--- src/rtl/micro_sequencer.sv ---
// rtl/micro_sequencer.sv - micro-programmed control sequencer with two dispatch tables and stall gating
module micro_sequencer #(
    parameter int UPC_W = 4
) (
    input  logic             clk,
    input  logic             reset,
    input  logic [1:0]       Op,
    input  logic [5:0]       Funct,
    input  logic             Stall,
    output logic             IRWrite,
    output logic             AdrSrc,
    output logic             NextPC,
    output logic             RegW,
    output logic             MemW,
    output logic             Branch,
    output logic             ALUOp,
    output logic [1:0]       ALUSrcA,
    output logic [1:0]       ALUSrcB,
    output logic [1:0]       ResultSrc,
    output logic             Illegal,
    output logic [UPC_W-1:0] uPC
);

    localparam logic [UPC_W-1:0] S_FETCH    = UPC_W'(0);
    localparam logic [UPC_W-1:0] S_DECODE   = UPC_W'(1);
    localparam logic [UPC_W-1:0] S_MEMADR   = UPC_W'(2);
    localparam logic [UPC_W-1:0] S_MEMREAD  = UPC_W'(3);
    localparam logic [UPC_W-1:0] S_MEMWB    = UPC_W'(4);
    localparam logic [UPC_W-1:0] S_MEMWRITE = UPC_W'(5);
    localparam logic [UPC_W-1:0] S_EXECUTER = UPC_W'(6);
    localparam logic [UPC_W-1:0] S_EXECUTEI = UPC_W'(7);
    localparam logic [UPC_W-1:0] S_ALUWB    = UPC_W'(8);
    localparam logic [UPC_W-1:0] S_BRANCH   = UPC_W'(9);
    localparam logic [UPC_W-1:0] S_ILLEGAL  = UPC_W'(15);

    logic [UPC_W-1:0] upc_q;
    logic [UPC_W-1:0] upc_d;

    // Only Funct[5] (immediate) and Funct[0] (load) steer dispatch.
    logic unused_funct;
    assign unused_funct = ^Funct[4:1];

    // Micro-PC register; reset overrides stall and dispatch.
    always_ff @(posedge clk) begin
        if (reset) begin
            upc_q <= S_FETCH;
        end else begin
            upc_q <= upc_d;
        end
    end

    // Successor selection; a stall simply holds the current micro-address.
    always_comb begin
        upc_d = upc_q;
        if (!Stall) begin
            case (upc_q)
                S_FETCH:   upc_d = S_DECODE;
                S_DECODE: begin
                    case (Op)
                        2'b00:   upc_d = Funct[5] ? S_EXECUTEI : S_EXECUTER;
                        2'b01:   upc_d = S_MEMADR;
                        2'b10:   upc_d = S_BRANCH;
                        default: upc_d = S_ILLEGAL;
                    endcase
                end
                S_MEMADR:  upc_d = Funct[0] ? S_MEMREAD : S_MEMWRITE;
                S_MEMREAD: upc_d = S_MEMWB;
                S_EXECUTER,
                S_EXECUTEI: upc_d = S_ALUWB;
                S_ILLEGAL: upc_d = S_ILLEGAL;
                // MEMWB, MEMWRITE, ALUWB, BRANCH and unused addresses return to fetch
                default:   upc_d = S_FETCH;
            endcase
        end
    end

    // Moore decode of the micro-PC, with write strobes suppressed while stalled.
    always_comb begin
        IRWrite   = 1'b0;
        AdrSrc    = 1'b0;
        NextPC    = 1'b0;
        RegW      = 1'b0;
        MemW      = 1'b0;
        Branch    = 1'b0;
        ALUOp     = 1'b0;
        ALUSrcA   = 2'b00;
        ALUSrcB   = 2'b00;
        ResultSrc = 2'b00;
        Illegal   = 1'b0;
        case (upc_q)
            S_FETCH: begin
                IRWrite   = 1'b1;
                NextPC    = 1'b1;
                ALUSrcA   = 2'b01;
                ALUSrcB   = 2'b10;
                ResultSrc = 2'b10;
            end
            S_DECODE: begin
                ALUSrcA   = 2'b01;
                ALUSrcB   = 2'b10;
                ResultSrc = 2'b10;
            end
            S_MEMADR: begin
                ALUSrcB   = 2'b01;
            end
            S_MEMREAD: begin
                AdrSrc    = 1'b1;
            end
            S_MEMWB: begin
                ResultSrc = 2'b01;
                RegW      = 1'b1;
            end
            S_MEMWRITE: begin
                AdrSrc    = 1'b1;
                MemW      = 1'b1;
            end
            S_EXECUTER: begin
                ALUOp     = 1'b1;
            end
            S_EXECUTEI: begin
                ALUSrcB   = 2'b01;
                ALUOp     = 1'b1;
            end
            S_ALUWB: begin
                RegW      = 1'b1;
            end
            S_BRANCH: begin
                ALUSrcB   = 2'b01;
                ResultSrc = 2'b10;
                Branch    = 1'b1;
            end
            S_ILLEGAL: begin
                Illegal   = 1'b1;
            end
            default: begin
                Illegal   = 1'b0;
            end
        endcase
        if (Stall) begin
            IRWrite = 1'b0;
            NextPC  = 1'b0;
            RegW    = 1'b0;
            MemW    = 1'b0;
        end
    end

    assign uPC = upc_q;

endmodule

--- config.mk ---
export PLATFORM = sky130hd
export DESIGN_NAME = micro_sequencer
export DESIGN_NICKNAME = d
export VERILOG_FILES = /design/src/rtl/micro_sequencer.sv
export SDC_FILE = /design/constraint.sdc
export NUM_CORES = 1
export LEC_CHECK = 0
export CAP_MARGIN = 0
export CORE_UTILIZATION = 33
export CTS_CLUSTER_SIZE = 16
export DETAILED_ROUTE_END_ITERATION = 16
export GPL_TIMING_DRIVEN = 0
export PLACE_DENSITY_LB_ADDON = 0.08
export RECOVER_POWER = 50
export SLEW_MARGIN = 30
export SYNTH_ARGS = -nofsm -noshare
export SYNTH_HDL_FRONTEND = slang
export SYNTH_SLANG_ARGS = --single-unit
--- constraint.sdc ---
create_clock -name clk -period 1.2 [get_ports clk]
set_clock_uncertainty 0.05 [all_clocks]
set_input_delay 0.18 -clock clk [delete_from_list [all_inputs] [get_ports clk]]
set_output_delay 0.18 -clock clk [all_outputs]
set_load 0.02 [all_outputs]
# [Word level (Yosys, flattened, before mapping)]
# Cells that the tools add are included.
[word_totals] register_bits=4 elab_cells=38 out_inout_bits=18 input_bits=11
[classes] n_eq_ne=12 n_reduce_logical=8 muxes=17
[op_table] operator="$pmux W4 S6" count=1
[op_table] operator="$eq A4 B3 Y1 const B" count=4
[op_table] operator="$eq A4 B4 Y1 const B" count=3
[op_table] operator="$mux W1" count=12
[op_table] operator="$pmux W4 S3" count=1
[op_table] operator="$eq A4 B2 Y1 const B" count=2
[op_table] operator="$pmux W2 S2" count=2
[op_table] operator="$reduce_or A2 Y1" count=4
[op_table] operator="$reduce_or A3 Y1" count=2
[op_table] operator="$eq A4 B1 Y1 const B" count=1
[op_table] operator="$logic_not A4 Y1" count=1
[op_table] operator="$mux W3" count=1
[op_table] operator="$eq A2 B1 Y1 const B" count=1
[op_table] operator="$eq A2 B2 Y1 const B" count=1
[op_table] operator="$logic_not A2 Y1" count=1

# [Longest topological paths before layout]
[logic_depth] depth_word=4 mapped_depth=6 mapped_depth_nobuf=6

# [Worst setup path before layout]
# No wires, ideal clock.
[synth_timing] path_kind="register to output" from="register upc_q[1] (netlist: uPC[1])" to="output NextPC" required_time_ps=970 path_stages_with_launch=5 arrival_time_ps=1741 n_path_buf=3 slack_ps=-771 cell_sequence="dfxtp_1 buf_2 buf_2 nor4_1 buf_4"
[synth_via] elab_chain_len=3
[synth_rtl] item="from (decl)" line_no="36" source="logic [UPC_W-1:0] upc_q;"
[synth_rtl] item="from (signal assigned)" line_no="48" source="upc_q <= upc_d;"
[synth_rtl] item="$logic_not A4 Y1"
[synth_rtl] item="$mux W1 (2 in series)"
[synth_rtl] item="to (decl)" line_no="12" source="output logic NextPC,"
# Every way passes these cells.

# [Worst setup path after layout]
[layout_timing] from="register upc_q[1] (netlist: uPC[1])" to="register upc_q[2] (netlist: uPC[2])"
[layout_via] elab_chain_len=3 word_cells_on_any_way=9 cone_classes="eq/ne: 6; mux: 1; reduce/logical: 2"
[layout_rtl] item="$eq A4 B3 Y1" line_no="56" source="case (upc_q)"
[layout_rtl] item="$reduce_or A2 Y1 (no line)"
[layout_rtl] item="$pmux W4 S6 (*)" line_no="56"
# Every way passes the cells marked *; elsewhere a longest branch is shown, timed or not.
# A chain may end at the register's enable or synchronous reset.

==> run_results.csv <==
group,metric,value,unit
pwr,switching_share,40.1,%
cts,clockBufferDepth,2,
die,fp.dieH,41.2,microns
cells_and_area,seqCellArea,92.6,sq um
placed_design,hpwl,1070,microns
setup_path,crit_required,1.27,ns
pwr,power_switching,0.341,mW
cts,cts_hold_buf,0,
routing,wl_per_cell,20.3,microns
global_routing,grt_pass1_wl,2840,microns
global_routing,overflow,0,
logic_synthesis,ys_ff_latch,4,
pwr,power,0.852,mW
setup_path,endpoint_kind,"register",
routing,drtAntennaViolNets,0,
logic_synthesis,ys_types,33,
logic_synthesis,ys_warn_count,0,
cells_and_area,multi_input_area,563,sq um
setup_path,cp_num_buf_inv,3,
cells_and_area,area_delta_synth_final,152,%
sta,grt_setup_unrepaired,"yes",
routing,viasPerCell,5.74,
pwr,p_clk_share,21.8,%
sta,drv_slew,0,
logic_synthesis,yosysSeqAreaShare,15.8,%
run,maxCapViolCount,0,
sta,setup_viol,17,
logic_synthesis,yosysTopAreaCell,"dfxtp_1",
pwr,power.internal,0.511,mW
cts,clkTransAtPathRegs,0.04,ns
routing,drtIter0Drc,22,
logic_synthesis,syn-num-nets,89,
routing,wirelength,2760,microns
die,pin_count,29,
cts,clock-sinks,4,
cts,cts_tree,"yes",
sta,period_share,138,%
global_routing,antenna_found_initial,0,
setup_path,critPathMaxStageDelay,0.41,ns
global_routing,grt_pass1_vias,606,
cells_and_area,final_common_cell,"buf_4",
logic_synthesis,syn_area,507,sq um
routing,dr.pass1.iters,4,
logic_synthesis,syn_inst,74,
cts,cts_inserted_buffers,3,
die,core-area,1370,sq um
placed_design,gp_congestion,0.849,
die,die_w,41.2,microns
cells_and_area,drive_gt1_share,66.1,%
status,status,"finished, violations left",
routing,vias,781,
sta,hold_viol,0,
setup_path,crit_top_cell,"buf_12",
pwr,seq_power_share,18.3,%
logic_synthesis,netlist.area_leader.share,15.8,%
cells_and_area,finalNetCount,138,
logic_synthesis,synthTopCellsByArea,"dfxtp_1 16%, ha_1 9.9%, nor2_1 8.9%",
setup_path,crit_chain,"buf_12 -> buf_4 -> buf_12 -> nor2b_1 -> o22ai_1 -> a221oi_1 -> nor4_1",
global_routing,grt_max_degree,11,
min_path,hp-class,"in -> reg",
cts,insertion_delay,0.25,ns
routing,post-route-drc-count,0,
cells_and_area,largest_reg_flops,4,
setup_path,r2r_slack,-0.46,ns
setup_path,slowest_stage,"a221oi_1",
status,violations,"negative setup slack",
logic_synthesis,ys.flop_type,"dfxtp_1",
logic_synthesis,syn_area_per_cell,6.85,sq um
sta,whs,0.506,ns
sta,setup_slack,-0.460,ns
setup_path,crit_family,"compound AO/OA/AOI/OAI gates",
global_routing,grt_usage,25.9,%
cells_and_area,mostFrequentLayoutCells,"17 x buf_4, 16 x buf_6, 7 x nor2_1",
setup_path,worstPathMaxFanout,6,
cells_and_area,num-fill-cells,50,
pwr,leakagePower,0.559,nW
die,std_cell_rows,13,
setup_path,cp-start-kind,"register",
sta,period_minus_slack,1.66,ns
cts,cts_root_buf,"clkbuf_4",
logic_synthesis,synth_edf_count,0,
die,die-area,1700,sq um
placed_design,port_buffers,23,
setup_path,critical_path_class,"reg -> reg",
logic_synthesis,synth-async-reset-ratio,0,%
pwr,p_comb_share,59.9,%
pwr,power_density,668,nW/um^2
cts,htreeDepth,1,
cells_and_area,post-route-util,93.3,%
setup_path,critical_path_arrival,1.73,ns
cells_and_area,diodes,0,
die,start_util,37.1,%
sta,fmax,603,MHz
pwr,ir_drop,0.429,mV
[layer usage]
| layer | wire length, microns | GRT usage (%) | part of all wire, % |
|---|---|---|---|
| met5 | 0 | 0 | 0 |
| met4 | 73 | 13.7 | 2.6 |
| met3 | 155 | 2.72 | 5.6 |
| met2 | 1450 | 43.0 | 52 |
| met1 | 1090 | 32.4 | 39 |
[stage by stage]
step / setup slack (ns) / TNS (ns) / cells / instance area (sq um)
global route: -0.538 / -5.35 / 136 / 1270
global placement: -1.02 / -9.46 / 112 / 871
CTS: -0.369 / -3.26 / 125 / 1060
finish: -0.460 / -4.69 / 136 / 1270
detailed placement: -1.02 / -9.54 / 112 / 871
floorplan: -0.230 / -0.861 / 74 / 622
[logic make-up (layout without fill, tap and decap cells)]
kind of cell | Yosys count | after routing | synth area share [%]
muxes | 1 | 1 | 1.98
other | 1 | 1 | 0.740
DFF | 4 | 4 | 15.8
adders and majority gates | 4 | 4 | 9.88
xor gates and xnor gates | 1 | 1 | 1.73
buffers and inverters | 11 | 58 | 10.9
AOI/OAI and AO/OA | 17 | 17 | 23.0
and+or+nand+nor | 35 | 35 | 36.1
[power by group through the flow]
| stage | Clock, mW | Combinational [mW] | Sequential (mW) |
|---|---|---|---|
| after floorplan | 0 | 0.197 | 0.161 |
| after global routing | 0.198 | 0.534 | 0.156 |
| after CTS | 0.181 | 0.377 | 0.151 |
| after global placement | 0 | 0.314 | 0.155 |
| final | 0.186 | 0.510 | 0.156 |
| after detailed placement | 0 | 0.314 | 0.155 |
[repair_timing]
item	in CTS	in global routing
setup endpoints to repair	21	19
cloned	1	1
pin swaps	8	10
gates resized for setup	107	28
buffers inserted	9	10
[path summary, 6_finish.rpt]
kind              endpoint  startpoint  cells past startpoint
setup / recovery    uPC[2]      uPC[1]                      7
hold / removal      uPC[2]       Stall                      4
setup reg to reg    uPC[2]      uPC[1]                      7
hold reg to reg     uPC[3]      uPC[3]                      3
[cells in the mapped netlist, drive strengths merged, types with 2 or more instances]
master	instances
nor2	13
buf	7
nand2	6
a21oi	4
dfxtp	4
ha	4
inv	3
nand2b	3
nor3	3
nor4	3
o21ai	3
a221oi	2
a31oi	2
[final cells by class]
cell class | count | share of cell area [%]
plain buffers | 8 | 9.03
clock buffers | 3 | 1.77
inverters | 3 | 1.47
multi-input cells | 59 | 44.2
flip-flops and latches | 4 | 7.26
well taps | 15 | 1.47
repair buffers | 44 | 34.8
[tightest hold or removal path, stage by stage]
cell and delay, ns:
dlygate4sd2_1 0.31, nor2_1 0.11, nor2_1 0.10, nor4_1 0.06
(Power assumes the default switching activity.)
